[src/rtl/ex_mem_pkg.sv]
// Shared types and helpers for the EX/MEM pipeline stage: control bundle,
// occupancy encoding and payload width arithmetic.
package ex_mem_pkg;

    localparam int CTRL_W = 6;

    typedef struct packed {
        logic [1:0] reg_write;
        logic [1:0] mem_write;
        logic       mem_to_reg;
        logic       branch;
    } ctrl_t;

    // Encoding doubles as the number of valid entries held.
    typedef enum logic [1:0] {
        OCC_EMPTY = 2'd0,
        OCC_ONE   = 2'd1,
        OCC_SKID  = 2'd2
    } occ_t;

    localparam int SHADOW_W = 3;

    function automatic int payload_w(input int data_w, input int reg_aw);
        return (4 * data_w) + reg_aw + CTRL_W;
    endfunction

endpackage

[src/rtl/ex_mem_stage_buf_skid2.sv]
// Generic two-entry skid buffer (main + skid register) with registered
// in_ready, a flush that empties it, and zeroing of the low GATE_W bits
// whenever the buffer becomes empty.
module stage_skid2
    import ex_mem_pkg::*;
#(
    parameter int W      = 8,
    parameter int GATE_W = 1
) (
    input  logic         clk,
    input  logic         reset,
    input  logic         flush,
    input  logic         in_valid,
    output logic         in_ready,
    input  logic [W-1:0] in_data,
    output logic         out_valid,
    input  logic         out_ready,
    output logic [W-1:0] out_data,
    output logic [1:0]   held_cnt
);

    localparam logic [W-1:0] KEEP_MASK = {{(W - GATE_W){1'b1}}, {GATE_W{1'b0}}};

    occ_t           occ_d, occ_q;
    logic [W-1:0]   main_d, main_q;
    logic [W-1:0]   main_n_s;
    logic [W-1:0]   skid_d, skid_q;
    logic           in_ready_d, in_ready_q;
    logic           accept_s;
    logic           deliver_s;

    // Next occupancy and data movement; flush wins over accept and deliver.
    always_comb begin
        accept_s  = in_valid & in_ready_q & ~flush;
        deliver_s = (occ_q != OCC_EMPTY) & out_ready;
        occ_d     = occ_q;
        main_n_s  = main_q;
        skid_d    = skid_q;
        if (flush) begin
            occ_d = OCC_EMPTY;
        end else begin
            case (occ_q)
                OCC_EMPTY: begin
                    if (accept_s) begin
                        main_n_s = in_data;
                        occ_d    = OCC_ONE;
                    end else begin
                        occ_d = OCC_EMPTY;
                    end
                end
                OCC_ONE: begin
                    if (accept_s && deliver_s) begin
                        main_n_s = in_data;
                    end else if (accept_s) begin
                        skid_d = in_data;
                        occ_d  = OCC_SKID;
                    end else if (deliver_s) begin
                        occ_d = OCC_EMPTY;
                    end else begin
                        occ_d = OCC_ONE;
                    end
                end
                OCC_SKID: begin
                    if (deliver_s) begin
                        main_n_s = skid_q;
                        occ_d    = OCC_ONE;
                    end else begin
                        occ_d = OCC_SKID;
                    end
                end
                default: begin
                    occ_d = OCC_EMPTY;
                end
            endcase
        end
    end

    // Gated bits are cleared whenever nothing will be presented next edge.
    always_comb begin
        if (occ_d == OCC_EMPTY) begin
            main_d = main_n_s & KEEP_MASK;
        end else begin
            main_d = main_n_s;
        end
        in_ready_d = (occ_d != OCC_SKID);
    end

    // Buffer state registers, updated on the falling edge.
    always_ff @(negedge clk or posedge reset) begin
        if (reset) begin
            occ_q      <= OCC_EMPTY;
            main_q     <= '0;
            skid_q     <= '0;
            in_ready_q <= 1'b1;
        end else begin
            occ_q      <= occ_d;
            main_q     <= main_d;
            skid_q     <= skid_d;
            in_ready_q <= in_ready_d;
        end
    end

    assign in_ready  = in_ready_q;
    assign out_valid = (occ_q != OCC_EMPTY);
    assign out_data  = main_q;
    assign held_cnt  = occ_q;

endmodule

[src/rtl/ex_mem_stage_buf.sv]
// EX/MEM pipeline stage: handshake over a two-entry skid buffer, plus a
// post-flush shadow that discards wrong-path input and a squash counter.
module ex_mem_stage_buf
    import ex_mem_pkg::*;
#(
    parameter int DATA_W = 16,
    parameter int REG_AW = 4,
    parameter int SHADOW = 1,
    parameter int STAT_W = 8
) (
    input  logic              clk,
    input  logic              reset,
    input  logic              in_valid,
    output logic              in_ready,
    input  logic [DATA_W-1:0] in_alu,
    input  logic [DATA_W-1:0] in_btarget,
    input  logic [DATA_W-1:0] in_sdata,
    input  logic [DATA_W-1:0] in_r0,
    input  logic [REG_AW-1:0] in_wb_addr,
    input  logic [1:0]        in_reg_write,
    input  logic [1:0]        in_mem_write,
    input  logic              in_mem_to_reg,
    input  logic              in_branch,
    input  logic              flush,
    output logic              out_valid,
    input  logic              out_ready,
    output logic [DATA_W-1:0] out_alu,
    output logic [DATA_W-1:0] out_btarget,
    output logic [DATA_W-1:0] out_sdata,
    output logic [DATA_W-1:0] out_r0,
    output logic [REG_AW-1:0] out_wb_addr,
    output logic [1:0]        out_reg_write,
    output logic [1:0]        out_mem_write,
    output logic              out_mem_to_reg,
    output logic              out_branch,
    output logic [STAT_W-1:0] squash_cnt
);

    localparam int                  PW            = payload_w(DATA_W, REG_AW);
    localparam logic [SHADOW_W-1:0] SHADOW_RELOAD = SHADOW_W'(SHADOW);

    ctrl_t               in_ctrl_s;
    ctrl_t               out_ctrl_s;
    logic [PW-1:0]       in_pl_s;
    logic [PW-1:0]       out_pl_s;
    logic                shadow_busy_s;
    logic                skid_in_valid_s;
    logic                drop_in_s;
    logic [1:0]          held_cnt_s;
    logic [1:0]          squash_add_s;
    logic [STAT_W+1:0]   squash_sum_s;
    logic [SHADOW_W-1:0] shadow_d, shadow_q;
    logic [STAT_W-1:0]   squash_d, squash_q;

    // Control bits sit in the low end so the buffer can gate them.
    always_comb begin
        in_ctrl_s.reg_write  = in_reg_write;
        in_ctrl_s.mem_write  = in_mem_write;
        in_ctrl_s.mem_to_reg = in_mem_to_reg;
        in_ctrl_s.branch     = in_branch;
        in_pl_s = {in_alu, in_btarget, in_sdata, in_r0, in_wb_addr, in_ctrl_s};
    end

    assign {out_alu, out_btarget, out_sdata, out_r0, out_wb_addr, out_ctrl_s} = out_pl_s;
    assign out_reg_write  = out_ctrl_s.reg_write;
    assign out_mem_write  = out_ctrl_s.mem_write;
    assign out_mem_to_reg = out_ctrl_s.mem_to_reg;
    assign out_branch     = out_ctrl_s.branch;

    assign shadow_busy_s   = (shadow_q != {SHADOW_W{1'b0}});
    assign skid_in_valid_s = in_valid & ~shadow_busy_s;

    stage_skid2 #(
        .W      (PW),
        .GATE_W (CTRL_W)
    ) u_skid (
        .clk       (clk),
        .reset     (reset),
        .flush     (flush),
        .in_valid  (skid_in_valid_s),
        .in_ready  (in_ready),
        .in_data   (in_pl_s),
        .out_valid (out_valid),
        .out_ready (out_ready),
        .out_data  (out_pl_s),
        .held_cnt  (held_cnt_s)
    );

    // Shadow reloads on every flush and otherwise counts down to zero.
    always_comb begin
        if (flush) begin
            shadow_d = SHADOW_RELOAD;
        end else if (shadow_busy_s) begin
            shadow_d = shadow_q - {{(SHADOW_W-1){1'b0}}, 1'b1};
        end else begin
            shadow_d = {SHADOW_W{1'b0}};
        end
    end

    // Squashed entries this edge: held entries at flush plus a dropped input.
    always_comb begin
        drop_in_s = in_valid & (flush | shadow_busy_s);
        if (flush) begin
            squash_add_s = held_cnt_s + {1'b0, drop_in_s};
        end else begin
            squash_add_s = {1'b0, drop_in_s};
        end
        squash_sum_s = (STAT_W+2)'(squash_q) + (STAT_W+2)'(squash_add_s);
        if (squash_sum_s[STAT_W+1:STAT_W] != 2'b00) begin
            squash_d = {STAT_W{1'b1}};
        end else begin
            squash_d = squash_sum_s[STAT_W-1:0];
        end
    end

    // Shadow and squash counter registers.
    always_ff @(negedge clk or posedge reset) begin
        if (reset) begin
            shadow_q <= {SHADOW_W{1'b0}};
            squash_q <= {STAT_W{1'b0}};
        end else begin
            shadow_q <= shadow_d;
            squash_q <= squash_d;
        end
    end

    assign squash_cnt = squash_q;

endmodule
[config.mk]
export PLATFORM = sky130hd
export DESIGN_NAME = ex_mem_stage_buf
export DESIGN_NICKNAME = d
export VERILOG_FILES = /design/src/rtl/ex_mem_pkg.sv /design/src/rtl/ex_mem_stage_buf_skid2.sv /design/src/rtl/ex_mem_stage_buf.sv
export SDC_FILE = /design/constraint.sdc
export NUM_CORES = 1
export LEC_CHECK = 0
export ABC_CLOCK_PERIOD_IN_PS = 9000
export CORE_UTILIZATION = 50
export CTS_CLUSTER_DIAMETER = 200
export CTS_CLUSTER_SIZE = 28
export DETAILED_ROUTE_END_ITERATION = 7
export PLACE_DENSITY = 0.78
export SLEW_MARGIN = 5
export SYNTH_ARGS = -nofsm -noshare
export SYNTH_HDL_FRONTEND = slang
export SYNTH_SLANG_ARGS = --single-unit
[constraint.sdc]
create_clock -name clk -period 9 [get_ports clk]
set_input_delay 0.9 -clock clk [delete_from_list [all_inputs] [get_ports clk]]
set_output_delay 0.9 -clock clk [all_outputs]
set_load 0.05 [all_outputs]
==> results by group <==
Outcome
  – Status: finished clean

Worst setup path
  – Worst R2R Setup Slack: approximately 5.9 ns
  – FF-to-FF End: squash_cnt[6]$_DFF_NP0_
  – Worst EP required: ~4.7 ns
  – Critical path arrival: between 3 and 4 ns
  – Worst-path fanout max: 8
  – WS Path Type: primary input to register
  – Launch point of the worst reg-to-reg path: shadow_q[1]$_DFF_NP0_
  – CP endpoint kind: register
  – Setup crit start: flush
  – CP Launch Type: primary input
  – Worst-case reg-to-reg path depth: 10

Floorplan
  – Die area: 0.01653 mm2
  – Die Wd: around 130 um
  – Chip height: around 130 um
  – Std-Cell Rows: 45
  – IO Pins: between 150 and 200
  – Placeable core region: approximately 0.015 mm2
  – Starting Density: 0.5192

Place
  – Cell Count Post-Placement: between 900 and 1000
  – Area after DPL: between 0.009 and 0.01 mm2
  – Worst slack at placement: 0.9773 ns
  – IO buf count: roughly 160
  – RePlAce Congestion: roughly 0.81
  – Post-DP HPWL: about 13000 um

Yosys
  – EDFF count, synth: 0
  – Post-Syn Area per Cell: between 10 and 15 um2
  – Distinct cell type count after synthesis: between 40 and 50
  – Synth async-reset ratio: 1.000
  – Cell Area, Synth: 0.008010 mm2
  – #FFs+latches synth: 162
  – Main flop type after synthesis: dfrtn_1
  – Seq/Total Area, Yosys: 0.5062
  – Synthesized instance count: roughly 660
  – Syn_nets: between 700 and 800
  – Syn. warnings: 0

Routing
  – Per-cell routed wire length: about 21 um
  – Vias per inst: 6.160
  – Vias after detailed routing: between 6000 and 7000
  – Antenna-violating nets left: 0
  – Final WL: around 21000 um
  – DRC errors left: 0
  – Pre-Repair DR Iteration Count: 7
  – Initial DRC Count: between 300 and 400

STA
  – Hold_ws: ~0.44 ns
  – Clock skew: 0.05340 ns
  – Final Hold Fails: 0
  – Slew HR: 0.2377
  – Worst setup margin: roughly 1.4 ns
  – RSZ-0062 raised after global routing: false
  – Pins Over Slew Limit: 0
  – Setup violators final: 0
  – Worst-Margin Slew: approximately 1.1 ns
  – Setup TNS: 0 ns

Finish
  – Antenna fix cells: 0
  – Most frequent cells in the layout: 161 x clkdlybuf4s50_1, 161 x dfrtn_1, 74 x nor2_1
  – Final instance area: 0.01024 mm2
  – Fillcell total: approximately 1200
  – Post-layout util: 0.6641
  – Non-filler instance count after layout: approximately 1000
  – Storage cell area: 0.004055 mm2
  – Layout cells sized above 1: 0.1677
  – Multi-input logic area: approximately 0.0036 mm2
  – Area delta synth->final: 27.90%
  – Fin nets: about 870

Global routing
  – GRT Resource Usage Total: 0.2672
  – Grt total ovfl: 0
  – First-pass GRT wire length: roughly 34000 um
  – Number of global-route vias before repair: approximately 6400
  – Initial antenna violation count: 0
  – Pin count of the biggest net entering global routing: between 80 and 90

Clock network
  – Clk sinks: around 160
  – Cts hold-fix bufs: 0
  – H-Tree Depth: 4
  – CTS tree: done
  – CTS root buf: clkbuf_16
  – Worst-path clk slew: 0.04 ns
  – Post-cts resize count: 0
  – Clk Latency, worst-skew pair: around 0.45 ns
  – Postcts setup bufs: 0
  – Clock buffers created by TritonCTS: 17
  – Max clock buf depth: 2

Power and ir drop
  – Comb pwr share: 0.331
  – Seq pwr share: 0.385
  – Sw power: between 0.8 and 0.9 mW
  – Power, Total: 2.478 mW
  – PwrDens: around 240 mW/mm2
  – Leak Pwr: 4.686 nW
  – Worst vdd ir: approximately 220 uV
  – Int Pwr: 1.605 mW
  – Clk pwr share: 0.284
  – Net Sw Frac: 0.3523

Flow run
  – Max-cap violation count: 0

Hold path
  – Worst Hold End: u_skid.out_data[1]$_DFFE_NP0P_
  – Worst hold path type: register to register
  – Hold path startpoint: u_skid.out_data[1]$_DFFE_NP0P_
  – Cell count of the worst hold path: 1
==> cells by family after synthesis <==
logic type                 Yosys count  synth area share
xor gates and xnor gates             2          0.002187
buffers and inverters               79           0.04498
AOI/OAI and AO/OA                  157            0.1582
DFF                                162            0.5062
adders and majority gates            4          0.007186
and+or+nand+nor                    174            0.1365
muxes                               83            0.1446
==> how the worst max path moves through the flow <==
stage | to | slack [ns] | depth (start not counted)
6_report | squash_cnt[6]$_DFF_NP0_ | 1.36 | 11
5_1_grt | squash_cnt[6]$_DFF_NP0_ | 1.22 | 11
4_1_cts | squash_cnt[6]$_DFF_NP0_ | 1.38 | 11
3_5_place_dp | squash_cnt[6]$_DFF_NP0_ | 0.98 | 11
3_3_place_gp | squash_cnt[6]$_DFF_NP0_ | 1.11 | 11
2_1_floorplan | squash_cnt[6]$_DFF_NP0_ | 1.29 | 11
==> cells in the mapped netlist, types with 2 or more instances <==
| master | number | share of area |
|---|---|---|
| clkbuf_1 | 51 | 0.024 |
| a32o_1 | 6 | 0.0075 |
| nor2b_1 | 4 | 0.0031 |
| buf_1 | 4 | 0.0019 |
| nand2_1 | 6 | 0.0028 |
| nand4_1 | 3 | 0.0023 |
| and3b_1 | 69 | 0.075 |
| nor2_1 | 74 | 0.035 |
| mux2_4 | 60 | 0.11 |
| a21boi_0 | 2 | 0.0019 |
| buf_4 | 2 | 0.0019 |
| mux2_2 | 22 | 0.031 |
| buf_2 | 9 | 0.0056 |
| inv_1 | 7 | 0.0033 |
| nand2b_1 | 2 | 0.0016 |
| buf_6 | 6 | 0.0084 |
| nand3_1 | 4 | 0.0025 |
| ha_1 | 3 | 0.0047 |
| a22oi_1 | 69 | 0.065 |
| dfrtn_1 | 161 | 0.50 |
| a21oi_1 | 5 | 0.0031 |
| a2111oi_0 | 68 | 0.074 |
==> power groups by stage <==
stage,clock network (mW),logic (mW),registers (mW)
final,0.703,0.820,0.955
after global routing,0.743,0.863,0.968
after CTS,0.711,0.824,0.953
after detailed placement,0.00139,0.820,0.963
after global placement,0.00139,0.805,0.955
after floorplan,0.00139,0.215,1.27
==> metal layers <==
layer  up-vias  track usage  share of wire
li1       2749            -              -
met1      3193       0.3451           0.43
met2       203       0.4404           0.49
met3        40      0.05447          0.056
met4         0       0.1107          0.024
met5         -            0              0
==> sequential cells by signal (all words and copies together) (netlist names) <==
signal / cells
u_skid.out_data: 74
u_skid.skid_q: 74
squash_cnt: 8
shadow_q: 3
u_skid.held_cnt: 2
u_skid.in_ready: 1
==> critical path, stage by stage <==
cell	delay, ns
buf_2	0.12
nor4_4	0.42
nor2b_1	0.14
ha_1	0.30
mux2_2	0.14
ha_1	0.15
inv_1	0.05
fa_1	0.39
nor2b_1	0.32
nand4_1	0.15
mux2_2	0.29
==> final cells by class <==
type,count,area share
flip-flops and latches,162,0.3958
multi-input cells,420,0.3536
repair buffers,174,0.1666
clock buffers,26,0.05068
well taps,211,0.02577
clock inverters,5,0.005007
inverters,6,0.002565
No activity file was read; power rests on OpenSTA's default activity.
